**src/rtl/led_serial_receiver.sv**
```systemverilog
`default_nettype none
// ============================================================================
//  Module   : led_serial_receiver
//  Purpose  : Far end of the serial LED link. It oversamples PSCLK, data and
//             latch, shifts bits in MSB first, and commits the word on the
//             latch rising edge. The behaviour matches a 74HC595 chain.
//  Options  : LED_RX_FRAME_CHECK_EN enables rejection of short or overrun
//             frames.
//  Revision : 1.0  initial release
// ============================================================================
module led_serial_receiver #(
   parameter int WIDTH       = 16,
   parameter int SYNC_STAGES = 2
) (
   input  logic                       i_CLK,
   input  logic                       i_RESET,
   input  logic                       i_SCLK,
   input  logic                       i_SData,
   input  logic                       i_SLatch,
   output logic [WIDTH-1:0]           o_Data,
   output logic                       o_Valid,
   output logic [$clog2(WIDTH+1)-1:0] o_BitCount,
   output logic                       o_FrameErr
);

   localparam int             CW        = $clog2(WIDTH + 1);
   localparam logic [CW-1:0]  CNT_FULL  = CW'(WIDTH);
   localparam logic [CW-1:0]  CNT_ONE   = CW'(1);
   localparam int             MASK_CYC  = SYNC_STAGES + 1;
   localparam int             MW        = $clog2(MASK_CYC + 1);
   localparam logic [MW-1:0]  MASK_LAST = MW'(MASK_CYC);

   logic [SYNC_STAGES-1:0] sclk_sync_q, sclk_sync_d;
   logic [SYNC_STAGES-1:0] data_sync_q, data_sync_d;
   logic [SYNC_STAGES-1:0] latch_sync_q, latch_sync_d;
   logic                   sclk_prev_q, sclk_prev_d;
   logic                   latch_prev_q, latch_prev_d;
   logic [MW-1:0]          mask_q, mask_d;
   logic [WIDTH-1:0]       shreg_q, shreg_d;
   logic [CW-1:0]          count_q, count_d;
   logic                   ovr_q, ovr_d;
   logic [WIDTH-1:0]       data_q, data_d;
   logic                   valid_q, valid_d;
`ifdef LED_RX_FRAME_CHECK_EN
   logic                   ferr_q, ferr_d;
`endif

   logic sclk_s, data_s, latch_s;
   logic armed, sclk_rise, latch_rise;

   assign sclk_s  = sclk_sync_q[SYNC_STAGES-1];
   assign data_s  = data_sync_q[SYNC_STAGES-1];
   assign latch_s = latch_sync_q[SYNC_STAGES-1];

   // Edges stay blind until the chains and the history flops hold real pin levels.
   assign armed      = (mask_q == MASK_LAST);
   assign sclk_rise  = armed & sclk_s & ~sclk_prev_q;
   assign latch_rise = armed & latch_s & ~latch_prev_q;

   always_comb begin
      sclk_sync_d  = {sclk_sync_q[SYNC_STAGES-2:0], i_SCLK};
      data_sync_d  = {data_sync_q[SYNC_STAGES-2:0], i_SData};
      latch_sync_d = {latch_sync_q[SYNC_STAGES-2:0], i_SLatch};
      sclk_prev_d  = sclk_s;
      latch_prev_d = latch_s;
      mask_d       = armed ? mask_q : mask_q + MW'(1);
      shreg_d      = shreg_q;
      count_d      = count_q;
      ovr_d        = ovr_q;
      data_d       = data_q;
      valid_d      = 1'b0;
`ifdef LED_RX_FRAME_CHECK_EN
      ferr_d       = 1'b0;
`endif

      if (sclk_rise) begin
         shreg_d = {shreg_q[WIDTH-2:0], data_s};
      end

      // A shift that arrives with the latch is the first bit of the next frame.
      if (latch_rise) begin
         count_d = sclk_rise ? CNT_ONE : '0;
         ovr_d   = 1'b0;
`ifdef LED_RX_FRAME_CHECK_EN
         if ((count_q == CNT_FULL) && !ovr_q) begin
            data_d  = shreg_q;
            valid_d = 1'b1;
         end else begin
            ferr_d  = 1'b1;
         end
`else
         data_d  = shreg_q;
         valid_d = 1'b1;
`endif
      end else if (sclk_rise) begin
         if (count_q == CNT_FULL) begin
            ovr_d = 1'b1;
         end else begin
            count_d = count_q + CNT_ONE;
         end
      end
   end

   always_ff @(posedge i_CLK or negedge i_RESET) begin
      if (!i_RESET) begin
         sclk_sync_q  <= '0;
         data_sync_q  <= '0;
         latch_sync_q <= '0;
         sclk_prev_q  <= 1'b0;
         latch_prev_q <= 1'b0;
         mask_q       <= '0;
         shreg_q      <= '0;
         count_q      <= '0;
         ovr_q        <= 1'b0;
         data_q       <= '0;
         valid_q      <= 1'b0;
`ifdef LED_RX_FRAME_CHECK_EN
         ferr_q       <= 1'b0;
`endif
      end else begin
         sclk_sync_q  <= sclk_sync_d;
         data_sync_q  <= data_sync_d;
         latch_sync_q <= latch_sync_d;
         sclk_prev_q  <= sclk_prev_d;
         latch_prev_q <= latch_prev_d;
         mask_q       <= mask_d;
         shreg_q      <= shreg_d;
         count_q      <= count_d;
         ovr_q        <= ovr_d;
         data_q       <= data_d;
         valid_q      <= valid_d;
`ifdef LED_RX_FRAME_CHECK_EN
         ferr_q       <= ferr_d;
`endif
      end
   end

   assign o_Data     = data_q;
   assign o_Valid    = valid_q;
   assign o_BitCount = count_q;
`ifdef LED_RX_FRAME_CHECK_EN
   assign o_FrameErr = ferr_q;
`else
   assign o_FrameErr = 1'b0;
`endif

endmodule
`default_nettype wire

```
**config.mk**
```make
export PLATFORM = sky130hd
export DESIGN_NAME = led_serial_receiver
export DESIGN_NICKNAME = d
export VERILOG_FILES = /design/src/rtl/led_serial_receiver.sv
export SDC_FILE = /design/constraint.sdc
export NUM_CORES = 1
export LEC_CHECK = 0
export ABC_CLOCK_PERIOD_IN_PS = 1600
export CELL_PAD_IN_SITES_DETAIL_PLACEMENT = 1
export CELL_PAD_IN_SITES_GLOBAL_PLACEMENT = 1
export CORE_AREA = 2 2 50 99
export CTS_CLUSTER_SIZE = 30
export DETAILED_ROUTE_END_ITERATION = 12
export DIE_AREA = 0 0 52 101
export PLACE_DENSITY = 0.72
export SYNTH_ARGS = -nofsm -noshare
export SYNTH_HDL_FRONTEND = slang
export SYNTH_SLANG_ARGS = --single-unit
```
**constraint.sdc**
```tcl
create_clock -name i_CLK -period 1.6 [get_ports i_CLK]
set_input_delay 0.24 -clock i_CLK [delete_from_list [all_inputs] [get_ports i_CLK]]
set_output_delay 0.24 -clock i_CLK [all_outputs]
set_load 0.1 [all_outputs]
```
==> metrics.md <==
| Metric | Value |
|---|---|
| Status | `finished clean` |
| Diodes inserted | `0` |
| Setup tns final | `0 ns` |
| Yosys Warn Count | `0` |
| Layout cell share with drive strength beyond 1 | `0.353` |
| Total congestion overflow | `0` |
| DRC | `0` |
| Nets | `191` |
| Hold Crit Class | `reg -> reg` |
| Core ar. | `4510 um2` |
| Final ANT Viol Nets | `0` |
| Gp weighted congestion | `0.769` |
| RSZ-0062 raised after global routing | `no` |
| Max Buffers Root-to-Sink | `2` |
| Reg-to-reg endpoint | `o_BitCount[2]` |
| Total die area | `5250 um2` |
| Synthesis-stage register bit count | `48` |
| Clk sinks | `48` |
| Hold path cells | `0` |
| Wire per inst | `15.4 um` |
| Slowest cell on crit path | `dfrtp_4` |
| Required @ worst endpoint | `approximately 1.8 ns` |
| Clock latency on the worst-skew pair | `0.30 ns` |
| WP data arrival | `about 1.7 ns` |
| Vias | `1196` |
| Die height | `101 um` |
| Final core utilization | `0.559` |
| Starting density of the core | `0.404` |
| CP delay by family, top | `simple AND/OR/NAND/NOR gates` |
| Clock buffer count from CTS | `5` |
| Period utilization | `0.924` |
| Vias in the first global route | `between 1000 and 1500` |
| Placed wire-length estimate | `2.62 mm` |
| CP startpoint kind | `flop` |
| Clock skew | `0.00822 ns` |
| Setup ws final | `0.121 ns` |
| Max Slew Vio Count | `0` |
| R2R Path Start | `o_BitCount[0]` |
| Crit Path Max Fanout | `5` |
| Critical path buffers and inverters | `1` |
| Synth Area per Inst | `12.1 um2` |
| Hold endpoint | `data_sync_q[1]` |
| IO Pins | `28` |
| CTS tree | `built` |
| Leak | `0.00119 uW` |
| Synthesis-to-layout area growth | `38.3%` |
| Vias per cell | `about 5.0` |
| Seq/Total Area, Yosys | `0.659` |
| Pre-Repair DR Iteration Count | `4` |
| Clock root buffer | `clkbuf_8` |
| VDD IR-drop max | `0.00110 V` |
| Worst setup EP type | `flop` |
| Crit-path cells | `inv_2 -> ha_1 -> and4bb_4 -> or3_1 -> a21oi_1` |
| Max-Cap Viols | `0` |
| Fin crit period | `1.48 ns` |
| CP max stage delay | `approximately 0.47 ns` |
| First-pass GRT wire length | `6.39 mm` |
| H-tree levels | `2` |
| Largest net degree at the start of global routing | `33` |
| Endpoints failing hold | `0` |
| Crit Path Category | `reg -> reg` |
| WL final | `around 3.7 mm` |
| Die width | `about 52 um` |
| Dpl ws | `0.0461 ns` |
| R2r worst-path depth | `5` |
| CTS clock-pin slew for the worst setup and hold paths | `0.08 ns` |
| Synth unique cells | `23` |
| Worst R2R Setup Slack | `0.12 ns` |
| Worst setup path start | `o_BitCount[0]` |
| F_max | `0.676 GHz` |
| Initial antenna violation count | `0` |
| I/O Buffers | `26` |
| Mapped cell area | `~1800 um2` |
| GRT Total Usage | `0.165` |
| Iteration-0 DRC Markers | `7` |
| Syn_nets | `158` |
| Total power per unit cell area | `1860 nW/um2` |
| Final setup vio count | `0` |
| Cells after Synth | `150` |
| Hold_sp | `data_sync_q[0]` |
| # rows | `35` |
==> cells in the mapped netlist (all sizes together) <==
library cell / n / area [um2]
a21o: 1 / 7.51
nand3: 1 / 5.00
mux2: 17 / 191
or3: 3 / 18.8
nand2: 52 / 195
o211ai: 1 / 7.51
nand4b: 1 / 15.0
ha: 3 / 37.5
buf: 6 / 32.5
o21ai: 2 / 10.0
dfrtp: 48 / 1200
o31ai: 1 / 7.51
nor4: 1 / 6.26
and4bb: 1 / 16.3
conb: 1 / 3.75
inv: 3 / 11.3
clkbuf: 1 / 3.75
nand3b: 2 / 18.8
a21oi: 4 / 23.8
xnor2: 1 / 8.76
==> report_power, final <==
group | internal, uW | switching (uW) | total, uW
clock network | 353 | 397 | 750
logic | 768 | 1330 | 2100
registers | 1540 | 310 | 1850
==> stage by stage <==
stage          instances  hold WS, ns  power (uW)  instance area (um2)
2_1_floorplan        150      -0.0556        3090                 1830
3_3_place_gp         229        0.207        3900                 2400
3_5_place_dp         229        0.204        3980                 2400
4_1_cts              238        0.362        4760                 2510
5_1_grt              239        0.359        4900                 2520
6_report             239        0.365        4690                 2520
==> routing by layer <==
metal	vias up	GRT usage	routed length [um]
li1	552	-	-
met1	606	0.210	1470
met2	27	0.264	1980
met3	11	0.0312	135
met4	0	0.0810	95
met5	-	0	0
==> sequential cells by signal, summed over array words and instances, names as in the netlist <==
register / flops
shreg_q: 16
data_sync_q: 2
o_BitCount: 5
o_Data: 16
sclk_prev_q: 1
sclk_sync_q: 2
o_Valid: 1
mask_q: 2
latch_prev_q: 1
latch_sync_q: 2
==> cell families (layout without fill, tap and decap cells) <==
family          count (synthesis)  after routing  share of synthesized area
compound gates                  9              9                     0.0309
xor+xnor                        1              1                    0.00481
fa+ha+maj                       3              3                     0.0206
buf+inv                        10             44                     0.0261
flops                          48             48                      0.659
mux                            17             17                      0.105
other cells                     1              1                    0.00206
simple gates                   61             61                      0.151
==> worst max path at each step <==
stage | to | slack (ns) | cells after the start
after CTS | o_Data[11] | 0.02 | 6
after global placement | o_BitCount[2] | 0.15 | 5
after global routing | o_BitCount[2] | 0.02 | 5
final | o_BitCount[2] | 0.12 | 5
after detailed placement | o_Data[11] | 0.05 | 6
after floorplan | o_BitCount[2] | 0.006 | 5
==> cell type report <==
class | count | area (um2)
well taps | 55 | 68.8
inverters | 3 | 11.3
multi-input cells | 92 | 576
repair buffers | 33 | 556
flip-flops and latches | 48 | 1210
fillers | 447 | 1990
clock buffers | 6 | 82.6
clock inverters | 2 | 13.8
==> placed cells by master, fill, tap and decap left out, drive strengths merged, types with 3 or more instances in the layout <==
cell type	netlist	routed
or3	3	3
dfrtp	48	48
mux2	17	17
buf	6	29
clkbuf	1	6
a21oi	4	4
ha	3	3
nand2	52	52
inv	3	4
clkdlybuf4s50	0	3
==> what timing repair did <==
item                                    CTS  global route
hold buffers                              1             0
buffers inserted                          0             1
endpoints found under the setup margin    0            20
resized for setup                         0             1
hold endpoints to repair                 16             0
Power figures use the tool's default switching activity.
==> RTL edit: new RTL, same flow settings <==
Set the parameter `WIDTH` to 32 (it was 16).
--- a/src/rtl/led_serial_receiver.sv
+++ b/src/rtl/led_serial_receiver.sv
@@ -11,3 +11,3 @@
 module led_serial_receiver #(
-   parameter int WIDTH       = 16,
+   parameter int WIDTH       = 32,
    parameter int SYNC_STAGES = 2
Ports: changed (resized o_BitCount and o_Data); port bits go from 28 to 45. No check against the original RTL was run, so the function may have changed too.
==> RTL edit against the unedited design <==
  * The flow now stops in detailed placement
  * Synthesized area is 71% higher
==> RTL edit: results (changes against the unedited design) <==
| Metric | Value |
|---|---|
| Ys Warns | 0 (unchanged) |
| Largest cells by area after synthesis | dfrtp_1 (65%), nand2_1 (12%), mux2_2 (11%), buf_6 (1.4%), ha_1 (1.2%) |
| Unique masters post-synth | 26 (+13%) |
| Most instantiated cells after synthesis | nand2_1 (102), dfrtp_1 (81), mux2_2 (31), a21oi_1 (4), buf_6 (4) |
| Routability cong. | 0.767 (-0.21%) |
| IO buf count | 43 (+65%) |
| Top FF cell, synth | dfrtp_1 |
| Outcome | did not finish |
| FFs w/ async S/R, synth | 100% (unchanged) |
| Run Error | [ERROR DPL-0033] detailed placement checks failed during check placement. |
| Syn Nets | 265 (+68%) |
| Post-synthesis sequential area ratio | 65.2% (-0.74 points) |
| Stop stage | detailed placement |
| HPWL after DPL | 7040 um (+170%) |
| Synthesis-stage register bit count | 81 (+69%) |
[RTL edit: cell families after synthesis]
logic type,after synthesis,synth area share (%)
other,1,0.121
adders and majority gates,3,1.21
xor gates and xnor gates,1,0.282
buffers and inverters,16,3.94
muxes,36,13.0
and+or+nand+nor,110,14.2
AOI/OAI and AO/OA,9,2.05
DFF,81,65.2
[RTL edit: stage by stage]
step,hold slack (ns),std cells,cell area (um2),worst slack [ns]
2_1_floorplan,-0.0556,257,3120,0.0255
3_3_place_gp,0.288,350,3980,0.0985
